**src/rtl/alu_rr_arbiter_pkg.sv**
```systemverilog
// -----------------------------------------------------------------------------
// alu_rr_arbiter_pkg
// Shared definitions for the two-requester ALU arbiter:
//   - state_t : control FSM encoding (IDLE / EXEC / RESP)
//   - ID_W    : width of the requester id carried with each operation
// -----------------------------------------------------------------------------
package alu_rr_arbiter_pkg;

   localparam int ID_W = 1;

   typedef enum logic [1:0] {
      ST_IDLE = 2'd0,
      ST_EXEC = 2'd1,
      ST_RESP = 2'd2
   } state_t;

endpackage : alu_rr_arbiter_pkg

```
**src/rtl/alu_rr_arbiter_rr_arb2.sv**
```systemverilog
// -----------------------------------------------------------------------------
// rr_arb2
// Combinational two-way round-robin grant.
// Ports:
//   valid [1:0] in   requesters with a pending operation
//   prio        in   index of the requester that wins a tie
//   grant [1:0] out  one-hot grant, all zero when nobody is valid
//   gid         out  index of the granted requester (0 when nobody is valid)
// -----------------------------------------------------------------------------
module rr_arb2
   import alu_rr_arbiter_pkg::*;
(
   input  logic [1:0]      valid,
   input  logic [ID_W-1:0] prio,
   output logic [1:0]      grant,
   output logic [ID_W-1:0] gid
);

   // A lone valid requester always wins; prio only breaks ties.
   always_comb begin
      gid = '0;
      if (valid == 2'b11) begin
         gid = prio;
      end else if (valid[1]) begin
         gid = 1'b1;
      end
   end

   genvar gi;
   generate
      for (gi = 0; gi < 2; gi++) begin : g_grant
         assign grant[gi] = valid[gi] && (gid == gi[ID_W-1:0]);
      end
   endgenerate

endmodule : rr_arb2

```
**src/rtl/alu_rr_arbiter.sv**
```systemverilog
// -----------------------------------------------------------------------------
// alu_rr_arbiter
// Shares one combinational ALU between two requesters using round-robin
// arbitration. Each requester has a valid/ready request channel carrying
// in1/in2/op; results return on one valid/ready response channel tagged
// with the owning requester's id.
// Ports:
//   clk, rst                   clock, synchronous active-high reset
//   reqN_valid / reqN_ready    request handshake for requester N (N = 0, 1)
//   reqN_in1 / reqN_in2        operands  (DW bits)
//   reqN_op                    op-code   (OPW bits)
//   alu_in1 / alu_in2 / alu_op registered operands and op-code to the ALU
//   alu_out                    ALU result
//   rsp_valid / rsp_ready      response handshake
//   rsp_id / rsp_data          owning requester and result
// Sequence: accept in IDLE (cycle T), ALU settles in EXEC (T+1),
// response presented in RESP from T+2 until rsp_ready.
// -----------------------------------------------------------------------------
module alu_rr_arbiter
   import alu_rr_arbiter_pkg::*;
#(
   parameter int DW  = 32,
   parameter int OPW = 6
)(
   input  logic            clk,
   input  logic            rst,

   input  logic            req0_valid,
   output logic            req0_ready,
   input  logic [DW-1:0]   req0_in1,
   input  logic [DW-1:0]   req0_in2,
   input  logic [OPW-1:0]  req0_op,

   input  logic            req1_valid,
   output logic            req1_ready,
   input  logic [DW-1:0]   req1_in1,
   input  logic [DW-1:0]   req1_in2,
   input  logic [OPW-1:0]  req1_op,

   output logic [DW-1:0]   alu_in1,
   output logic [DW-1:0]   alu_in2,
   output logic [OPW-1:0]  alu_op,
   input  logic [DW-1:0]   alu_out,

   output logic            rsp_valid,
   output logic [ID_W-1:0] rsp_id,
   output logic [DW-1:0]   rsp_data,
   input  logic            rsp_ready
);

   state_t          state_reg,     state_next;
   logic [ID_W-1:0] prio_reg,      prio_next;
   logic [ID_W-1:0] id_reg,        id_next;
   logic [DW-1:0]   alu_in1_reg,   alu_in1_next;
   logic [DW-1:0]   alu_in2_reg,   alu_in2_next;
   logic [OPW-1:0]  alu_op_reg,    alu_op_next;
   logic            rsp_valid_reg, rsp_valid_next;
   logic [ID_W-1:0] rsp_id_reg,    rsp_id_next;
   logic [DW-1:0]   rsp_data_reg,  rsp_data_next;

   // Requester payloads gathered into arrays so the granted one is a
   // simple index by grant id.
   logic [1:0]      req_valid;
   logic [DW-1:0]   req_in1 [2];
   logic [DW-1:0]   req_in2 [2];
   logic [OPW-1:0]  req_op  [2];
   logic [1:0]      grant;
   logic [ID_W-1:0] gid;
   logic            accept;

   assign req_valid = {req1_valid, req0_valid};
   assign req_in1[0] = req0_in1;
   assign req_in1[1] = req1_in1;
   assign req_in2[0] = req0_in2;
   assign req_in2[1] = req1_in2;
   assign req_op[0]  = req0_op;
   assign req_op[1]  = req1_op;

   rr_arb2 u_arb (
      .valid (req_valid),
      .prio  (prio_reg),
      .grant (grant),
      .gid   (gid)
   );

   // Ready is held low while rst is asserted: the state register may
   // already read IDLE during a multi-cycle reset, but nothing may be
   // accepted until reset is released.
   assign accept     = (state_reg == ST_IDLE) && !rst && (grant != 2'b00);
   assign req0_ready = accept && grant[0];
   assign req1_ready = accept && grant[1];

   always_comb begin
      state_next     = state_reg;
      prio_next      = prio_reg;
      id_next        = id_reg;
      alu_in1_next   = alu_in1_reg;
      alu_in2_next   = alu_in2_reg;
      alu_op_next    = alu_op_reg;
      rsp_valid_next = rsp_valid_reg;
      rsp_id_next    = rsp_id_reg;
      rsp_data_next  = rsp_data_reg;

      case (state_reg)
         ST_IDLE: begin
            if (accept) begin
               alu_in1_next = req_in1[gid];
               alu_in2_next = req_in2[gid];
               alu_op_next  = req_op[gid];
               id_next      = gid;
               state_next   = ST_EXEC;
            end
         end
         ST_EXEC: begin
            // ALU inputs have been stable for a full cycle; capture result.
            rsp_data_next  = alu_out;
            rsp_valid_next = 1'b1;
            rsp_id_next    = id_reg;
            state_next     = ST_RESP;
         end
         ST_RESP: begin
            if (rsp_ready) begin
               rsp_valid_next = 1'b0;
               // The requester just served drops to lowest priority.
               prio_next      = ~rsp_id_reg;
               state_next     = ST_IDLE;
            end
         end
         default: begin
            state_next = ST_IDLE;
         end
      endcase
   end

   always_ff @(posedge clk) begin
      if (rst) begin
         state_reg     <= ST_IDLE;
         prio_reg      <= '0;
         id_reg        <= '0;
         alu_in1_reg   <= '0;
         alu_in2_reg   <= '0;
         alu_op_reg    <= '0;
         rsp_valid_reg <= 1'b0;
         rsp_id_reg    <= '0;
         rsp_data_reg  <= '0;
      end else begin
         state_reg     <= state_next;
         prio_reg      <= prio_next;
         id_reg        <= id_next;
         alu_in1_reg   <= alu_in1_next;
         alu_in2_reg   <= alu_in2_next;
         alu_op_reg    <= alu_op_next;
         rsp_valid_reg <= rsp_valid_next;
         rsp_id_reg    <= rsp_id_next;
         rsp_data_reg  <= rsp_data_next;
      end
   end

   assign alu_in1   = alu_in1_reg;
   assign alu_in2   = alu_in2_reg;
   assign alu_op    = alu_op_reg;
   assign rsp_valid = rsp_valid_reg;
   assign rsp_id    = rsp_id_reg;
   assign rsp_data  = rsp_data_reg;

endmodule : alu_rr_arbiter
```
**config.mk**
```make
export PLATFORM = sky130hd
export DESIGN_NAME = alu_rr_arbiter
export DESIGN_NICKNAME = d
export VERILOG_FILES = /design/src/rtl/alu_rr_arbiter_pkg.sv /design/src/rtl/alu_rr_arbiter_rr_arb2.sv /design/src/rtl/alu_rr_arbiter.sv
export SDC_FILE = /design/constraint.sdc
export NUM_CORES = 1
export LEC_CHECK = 0
export CAP_MARGIN = 10
export CELL_PAD_IN_SITES_DETAIL_PLACEMENT = 0
export CELL_PAD_IN_SITES_GLOBAL_PLACEMENT = 1
export CORE_ASPECT_RATIO = 0.7
export CORE_MARGIN = 2
export CORE_UTILIZATION = 28
export CTS_BUF_LIST = sky130_fd_sc_hd__clkbuf_4 sky130_fd_sc_hd__clkbuf_8
export CTS_CLUSTER_DIAMETER = 80
export CTS_CLUSTER_SIZE = 40
export DETAILED_ROUTE_END_ITERATION = 7
export GPL_ROUTABILITY_DRIVEN = 0
export HOLD_SLACK_MARGIN = 0.08
export PLACE_DENSITY = 0.81
export REMOVE_ABC_BUFFERS = 1
export SLEW_MARGIN = 5
export SYNTH_ARGS = -nofsm -noshare
export SYNTH_HDL_FRONTEND = slang
export SYNTH_HIERARCHICAL = 1
export SYNTH_SLANG_ARGS = --single-unit
```
**constraint.sdc**
```tcl
create_clock -name clk -period 1.55 [get_ports clk]
set_input_delay 0.155 -clock clk [delete_from_list [all_inputs] [get_ports clk]]
set_output_delay 0.155 -clock clk [all_outputs]
set_load 0.01 [all_outputs]
```
-- Yosys cells after proc, flatten, opt, wreduce, memory -nomap -nowiden
Cells that the tools add are included.
- bits in registers: 108
- input port bits: 177
- output and inout bits: 106
- word-level logic and storage cells: 48
- magnitude comparators: 1
- equal/unequal tests: 5
- multiplexer cells: 16
- bitwise gates (word level): 3
- reduce and logical (&&, ||, !) cells: 14
- operators by type and width (cell ; count):
    32-bit 2-to-1 mux ; 6
    6-bit 2-to-1 mux ; 3
    2-bit AND reduction ; 4
    1-bit logical AND ; 6
    2-bit one-hot mux with 3 select lines ; 1
    2-bit equality test (second input constant) ; 2
    2-bit 2-to-1 mux ; 2
    2-bit inequality test (second input constant) ; 2
    2-bit nonzero test ; 2
    1-bit 2-to-1 mux ; 3
    2-bit by 1-bit equality test with 1-bit output (second input constant) ; 1
    2-bit >= comparator (second input constant) ; 1
    2-bit zero test ; 1
    1-bit inverter ; 2
    1-bit inverter with 2-bit output ; 1
    1-bit one-hot mux with 2 select lines ; 1
    1-bit zero test ; 1

-- Depth between registers and ports, before layout
Gate-level depths: netlist of the first run.
- depth after elaboration: 8
- depth in mapped cells: 7
- depth with buffers taken out: 5

-- Hierarchy
Netlist of the first run, hierarchy kept.
- by module, submodules not included (module ; instances ; cells each ; area each (µm²) ; sequential area each (µm²)):
    alu_rr_arbiter ; 1 ; 487 ; 4974.8 ; 2162.1
    rr_arb2 ; 1 ; 4 ; 26.3 ; 0.0

-- Least setup slack after synthesis of the first run
No wires, ideal clock.
- path kind: reg-to-reg
- from: reg prio_reg
- to: reg alu_in1_reg[0], in the netlist alu_in1[0]
- setup time: 0.146 ns
- arrival: 1.268 ns
- data required time: 1.404 ns
- path slack: 0.135 ns
- cell stages (with the launch flop): 7
- cells stage by stage: dfxtp_1 -> a21boi_0 -> or2_2 -> clkbuf_1 -> buf_4 -> a21oi_1 -> a211oi_2
- longest elaborated chain between the ends: 6
- elaborated cells on any way between the ends: 11
- RTL lines (what ; RTL line ; source):
    from (decl) ; alu_rr_arbiter.sv:52 ; logic [ID_W-1:0] prio_reg, prio_next;
    from (signal assigned) ; alu_rr_arbiter.sv:148 ; prio_reg <= prio_next;
    1-bit 2-to-1 mux ; alu_rr_arbiter_rr_arb2.sv:22 ; if (valid == 2'b11) begin
    1-bit inverter ; alu_rr_arbiter_rr_arb2.sv:32 ; assign grant[gi] = valid[gi] && (gid == gi[ID_W-1:0]);
    1-bit logical AND ; alu_rr_arbiter_rr_arb2.sv:32 ;
    named net grant[0] ; alu_rr_arbiter.sv:67 ; logic [1:0] grant;
    2-bit nonzero test ; alu_rr_arbiter.sv:89 ; assign accept = (state_reg == ST_IDLE) && !rst && (grant != 2'b00);
    1-bit logical AND ; alu_rr_arbiter.sv:89 ;
    2-bit AND reduction (no line) ; - ;
    to (signal assigned) ; alu_rr_arbiter.sv:150 ; alu_in1_reg <= alu_in1_next;
    to (decl) ; alu_rr_arbiter.sv:54 ; logic [DW-1:0] alu_in1_reg, alu_in1_next;
The timed path passes the listed nets, and every way through them passes these cells. The select of a mux whose other input is x is not followed.
A chain may end at the register's enable or synchronous reset.

-- Final worst setup path of the first run
- from: reg prio_reg
- to: reg alu_in1_reg[2], in the netlist alu_in1[2]
- longest elaborated chain between the ends: 6
- elaborated cells on any way between the ends: 11
- RTL lines (what ; RTL line ; source):
    1-bit 2-to-1 mux (*) ; alu_rr_arbiter_rr_arb2.sv:22 ;
    named net gid ; alu_rr_arbiter.sv:68 ; logic [ID_W-1:0] gid;
    1-bit inverter ; alu_rr_arbiter_rr_arb2.sv:32 ;
    1-bit logical AND ; alu_rr_arbiter_rr_arb2.sv:32 ;
    2-bit nonzero test ; alu_rr_arbiter.sv:89 ;
    1-bit logical AND ; alu_rr_arbiter.sv:89 ;
    2-bit AND reduction (no line) ; - ;
Mark *: on every way through the listed nets, which the timed path passes. The rest lies on a longest branch. The select of a mux whose other input is x is not followed.

==> reports/metrics.csv, run 1 <==
stage,metric,value,unit
cells_and_area,seq_area,2160,sq um
synthesis,yosysTopAreaCell,dfxtp_1,
global_route,antenna_found_initial,0,
synthesis,ys_seq_elements,108,
critical_path,ff2ff_setup_slack,0.04,ns
timing,rsz0062_at_grt,true,
global_route,met3_usage,7.48,%
critical_path,critPathKind,reg2reg,
drt,wl_per_cell,16.5,um
global_route,grt_pass1_wl,24.9,mm
cells_and_area,syn_to_final_growth,67.9,%
timing,slew_headroom,68.1,%
placement,placed_cells,977,
critical_path,reg2reg_from,prio_reg$_SDFFE_PP0P_,
drt,drtPass1Iterations,4,
power_and_ir_drop,vdd_drop_max,0.370,mV
drt,vias,4695,
power_and_ir_drop,combPwrFrac,31.4,%
global_route,grt_pass1_vias,4754,
placement,io_buffers,282,
timing,period_needed,1.51,ns
cts,root_buffer,clkbuf_8,
power_and_ir_drop,seqPwrFrac,44.3,%
placement,hpwl,12.4,mm
cts,cts_tree,done,
cts,clkTransAtPathRegs,0.10,ns
synthesis,ys_warn_count,6,
global_route,grt_overflow,0,
timing,hold_violations,0,
timing,fin_hold_ws,0.330,ns
global_route,grtUsageTotal,16.7,%
synthesis,synth_area_leaders,"dfxtp_1, a211oi_2, mux2i_1, a21oi_1, nand2_1",
drt,viasPerCell,4.72,
synthesis,yosysSeqAreaShare,43.2,%
drt,routed_wl,16.4,mm
synthesis,syn_area,5000,sq um
critical_path,worstPathRequired,1.79,ns
timing,setup_slack,0.0429,ns
cts,clk_path_buf_depth,2,
timing,setup_violations,0,
run,max-cap-violations,0,
die,rows,40,
drt,route.detailed.drc,0,
die,core,17300,sq um
synthesis,syn_inst,491,
critical_path,critPathLaunchType,register,
die,io_pins,283,
drt,ant_nets,0,
power_and_ir_drop,intPower,5040,uW
cells_and_area,final_cell_mix,"clkdlybuf4s50_1, a21oi_1, dfxtp_1",
critical_path,crit_path_max_fanout,22,
die,dieArea,19000,sq um
cts,insertion_delay,0.37,ns
cells_and_area,final_common_cell,clkdlybuf4s50_1,
worst_hold_path,hp-class,in2reg,
synthesis,synth_top_area_share,43.2,%
die,die_y,116,um
critical_path,crit_arrival,1.75,ns
global_route,grt_max_degree,80,
global_route,use_met2,28.3,%
synthesis,synthDistinctLibCells,25,
cts,h-tree-depth,3,
global_route,met1_usage,19.4,%
cts,clock-sinks,108,
cells_and_area,final_cell_count_no_fill,994,
timing,maxSlewViolCount,0,
timing,fmax,0.664,GHz
timing,post-route-period-util,97.2,%
status,outcome,"complete, no violations",
global_route,busiest_layer,met2,
power_and_ir_drop,sw_frac_of_total,29.0,%
synthesis,synth_area_per_cell,10.2,sq um
cells_and_area,multi_input_area,2550,sq um
timing,tightest_slew,0.479,ns
power_and_ir_drop,power_density,846,nW/um^2
power_and_ir_drop,p_sw,2060,uW
cells_and_area,diodes,0,
critical_path,critPathCaptureType,register,
die,die_w,164,um
cells_and_area,finalNetCount,936,
die,initial_core_util,28.9,%
cells_and_area,drive_gt1_share,17.0,%
worst_hold_path,hold_start,alu_out[22],
critical_path,startpoint,prio_reg$_SDFFE_PP0P_,
power_and_ir_drop,power_leakage,0.00292,uW
cts,cts_buffers,9,
placement,pre_cts_ws,-0.311,ns
power_and_ir_drop,pwr-share-clk,24.4,%
drt,drtIter0Drc,156,
timing,clock_skew,0.0101,ns
cells_and_area,fillCellCount,1634,
[synthesized netlist by cell type]
cell and number:
and2_1 2, o21ai_0 2, nand3b_1 1, mux2i_1 70, or2_2 2, a21oi_1 106
nor2_8 1, buf_2 17, or3_4 1, a21boi_1 2, a211oi_2 67, nand3_1 1
nand2_1 67, buf_6 14, and2b_1 1, clkbuf_1 11, nor3_4 1, a21boi_0 1
dfxtp_1 108, nor2_1 2, a211oi_1 3, nand2b_1 1, buf_4 8, or3b_2 1
inv_1 1
[critical path, cell delays in order, from the launching register on]
cell and delay, ns:
dfxtp_2 0.37, inv_2 0.07, a21boi_4 0.17, buf_12 0.15
buf_12 0.20, mux2i_1 0.30, a211oi_2 0.10
[through the flow]
step           cell area (sq um)  total power, uW  setup TNS (ns)  util, %
4_1_cts                     8360             7210               0     48.3
3_3_place_gp                8110             5360          -18.95     46.8
5_1_grt                     8400             7490          -0.269     48.5
3_5_place_dp                8110             5400          -20.28     46.8
6_report                    8400             7100               0     48.5
2_1_floorplan               4660             4120         -315.50        -
[kinds of logic after synthesis]
family                 Yosys count  synth area share, %
AOI/OAI and AO/OA              181                 28.5
DFF                            108                 43.2
and+or+nand+nor                 81                 7.33
muxes                           70                 14.0
buffers and inverters           51                 6.96
[final timing paths]
check                                                  to  cells after the start
worst max-delay path              alu_in1[2]$_SDFFE_PP0P_                      6
worst min-delay path            rsp_data[22]$_SDFFE_PP0P_                      3
worst max register to register    alu_in1[2]$_SDFFE_PP0P_                      6
worst min register to register  rsp_data[17]$_SDFFE_PP0P_                      2
[timing repair]
action,in CTS,in global routing
setup endpoints to repair,54,64
gates resized for setup,15,14
gates cloned,0,1
pin swaps,1,3
buffers inserted,2,0
hold buffers,0,0
[layout make-up]
type,count,share of cell area [%]
clock buffers,10,1.56
clock inverters,5,0.730
inverters,1,0.0447
multi-input cells,332,30.4
flip-flops and latches,108,25.8
well taps,231,3.44
repair buffers,307,38.1
[power groups by stage]
stage          Sequential, uW  Clock, uW  Combinational, uW
6_report                 3140       1730               2230
5_1_grt                  3170       1930               2390
4_1_cts                  3150       1830               2230
3_5_place_dp             3210          0               2200
3_3_place_gp             3200          0               2160
2_1_floorplan            3300          0                818
[metal layers]
layer	wire, um	share of wire, %
met4	245	1.5
met3	1800	11
met1	6770	41
met5	0	0
met2	7610	46
No activity file was read; power rests on OpenSTA's default activity.
==> inputs of run 2 (changes only) <==
MAX_ROUTING_LAYER = met4   (was default)
==> run 2 against run 1 <==
Against the previous run: power is 0.18% higher; clock power about the same; core utilization up 0.19 points; combinational power is essentially flat; largest power group unchanged.
==> reports/metrics.csv, run 2 (synthesis gave the netlist of run 1 again) <==
stage,metric,value,unit,change
drt,drtIter0Drc,193,,+24%
cts,insertion_delay,0.37,ns,about the same
critical_path,crit_chain,inv_2 -> a21boi_4 -> buf_12 -> buf_12 -> mux2i_1 -> a211oi_2,,
timing,hold_violations,0,,unchanged
timing,slew_headroom,68.3,%,+0.25 points
worst_hold_path,hold_start,alu_out[22],,
cts,clkTransAtPathRegs,0.10,ns,about the same
critical_path,reg2reg_depth,6,,unchanged
worst_hold_path,min_to,rsp_data[22]$_SDFFE_PP0P_,,
power_and_ir_drop,vdd_drop_max,0.370,mV,about the same
power_and_ir_drop,power_density,844,nW/um^2,-0.21%
critical_path,r2r_end,alu_in2[0]$_SDFFE_PP0P_,,
critical_path,worstPathRequired,1.79,ns,about the same
critical_path,slowest_stage,dfxtp_2,,
cells_and_area,finish.utilization,48.7,%,+0.19 points
critical_path,critPathLaunchType,register,,
power_and_ir_drop,power_leakage,0.00295,uW,+1.3%
global_route,grtUsageTotal,17.3,%,+0.56 points
die,rows,40,,unchanged
die,core,17300,sq um,unchanged
die,dieArea,19000,sq um,unchanged
worst_hold_path,hp-class,in2reg,,
critical_path,cpPeakStageDelay,0.38,ns,about the same
cells_and_area,finalNetCount,936,,unchanged
cts,h-tree-depth,3,,unchanged
critical_path,critPathTopFamily,buffers and inverters,,
drt,viasPerCell,4.72,,-0.15%
timing,rsz0062_at_grt,true,,
drt,drtPass1Iterations,4,,unchanged
status,outcome,"complete, no violations",,
die,die_w,164,um,unchanged
global_route,grt_max_degree,80,,unchanged
drt,routed_wl,16.4,mm,about the same
cells_and_area,fillCellCount,1626,,-0.49%
drt,vias,4688,,-0.15%
critical_path,ff2ff_setup_slack,0.06,ns,+0.02 ns
cells_and_area,diodes,0,,unchanged
die,io_pins,283,,unchanged
critical_path,reg2reg_from,prio_reg$_SDFFE_PP0P_,,
cts,root_buffer,clkbuf_8,,
cts,cts_tree,done,,
cells_and_area,final_common_cell,clkdlybuf4s50_1,,
timing,fmax,0.672,GHz,+1.3%
timing,period_needed,1.49,ns,-0.0200 ns
global_route,grt_pass1_vias,4768,,+0.29%
cts,cts_buffers,9,,unchanged
timing,maxSlewViolCount,0,,unchanged
run,max-cap-violations,0,,unchanged
drt,route.detailed.drc,0,,unchanged
timing,setup_violations,0,,unchanged
worst_hold_path,hold_depth,3,,unchanged
critical_path,critPathKind,reg2reg,,
cts,cts_hold_buf,0,,unchanged
power_and_ir_drop,power,7120,uW,+0.18%
cts,clk_path_buf_depth,2,,unchanged
critical_path,critPathMostFrequentCell,buf_12,,
global_route,grt_pass1_wl,24.9,mm,-0.19%
critical_path,path_buf_inv,3,,unchanged
drt,ant_nets,0,,unchanged
global_route,antenna_found_initial,0,,unchanged
timing,clock_skew,0.00907,ns,-0.00104 ns
timing,tightest_slew,0.475,ns,-0.00377 ns
timing,post-route-period-util,95.9,%,-1.3 points
cells_and_area,drive_gt1_share,17.4,%,+0.39 points
cells_and_area,syn_to_final_growth,68.6,%,
critical_path,crit_path_max_fanout,21,,-4.5%
placement,io_buffers,282,,unchanged
global_route,grt_overflow,0,,unchanged
drt,wl_per_cell,16.5,um,about the same
critical_path,crit_arrival,1.72,ns,-0.03 ns
die,die_y,116,um,unchanged
cts,clock-sinks,108,,unchanged
critical_path,critPathCaptureType,register,,
die,initial_core_util,28.9,%,unchanged
placement,hpwl,12.4,mm,unchanged
cells_and_area,final_cell_mix,"clkdlybuf4s50_1, a21oi_1, dfxtp_1",,
run 2: changes by cell type in the layout (fill, tap and decap cells not counted):
| cell | change |
|---|---|
| mux2i_2 | +2 |
| buf_16 | +1 |
| buf_12 | -1 |
| clkdlybuf4s50_1 | -2 |
| mux2i_4 | +1 |
| mux2i_1 | -3 |
| dlymetal6s2s_1 | +2 |
run 2: worst register-to-register path: cells and delay by family, from the launching register on:
family	cells	cell delay [ns]
compound gates	2	0.27
buf+inv	3	0.43
flops	1	0.38
mux	1	0.30
run 2: report_power, final:
group	internal, uW	switching (uW)
clock	770	964
sequential	3010	132
combinational	1260	974
total	5050	2070
run 2: metrics by stage:
step	setup TNS (ns)	cell area [sq um]	hold slack, ns	setup slack [ns]	std cells
3_3_place_gp	-18.95	8110	0.443	-0.311	977
2_1_floorplan	-315.50	4660	0.220	-4.43	441
3_5_place_dp	-20.28	8110	0.450	-0.311	977
4_1_cts	0	8360	0.297	0.00952	994
6_report	0	8430	0.325	0.0629	994
5_1_grt	-0.233	8430	0.301	-0.0184	994
run 2: what timing repair did:
item | in CTS | in global routing
cloned | 0 | 1
endpoints found under the setup margin | 54 | 66
pin swaps | 1 | 3
resized for setup | 15 | 21
buffers inserted | 2 | 0
run 2: final cells by class:
cell class              count  area [sq um]  share of cell area, %
multi-input cells         332          2570                   30.5
flip-flops and latches    108          2160                   25.7
well taps                 231           289                   3.43
clock buffers              10           131                   1.56
repair buffers            307          3210                   38.1
clock inverters             5          61.3                  0.727
inverters                   1          3.75                 0.0445
run 2: how the worst max path moves through the flow:
stage	slack, ns	cells past startpoint	start	end
2_1_floorplan	-4.43	4	prio_reg$_SDFFE_PP0P_	alu_in1[0]$_SDFFE_PP0P_
3_3_place_gp	-0.31	7	req0_valid	alu_in2[11]$_SDFFE_PP0P_
3_5_place_dp	-0.31	6	req0_valid	alu_in2[20]$_SDFFE_PP0P_
4_1_cts	0.01	3	state_reg[0]$_SDFFE_PP0P_	req0_ready
5_1_grt	-0.02	7	prio_reg$_SDFFE_PP0P_	alu_in1[29]$_SDFFE_PP0P_
6_report	0.06	6	prio_reg$_SDFFE_PP0P_	alu_in2[0]$_SDFFE_PP0P_
run 2: layer usage:
layer / wire length [um] / global-route usage, %
met2: 7620 / 28.3
met5: 0 / -
met1: 6990 / 19.9
met4: 244 / 4.33
met3: 1590 / 6.87
==> inputs of run 3 (changes only) <==
TNS_END_PERCENT = 100   (was default)
==> results of run 3 <==
Final layout, timing and power as in run 2 (identical DEF).
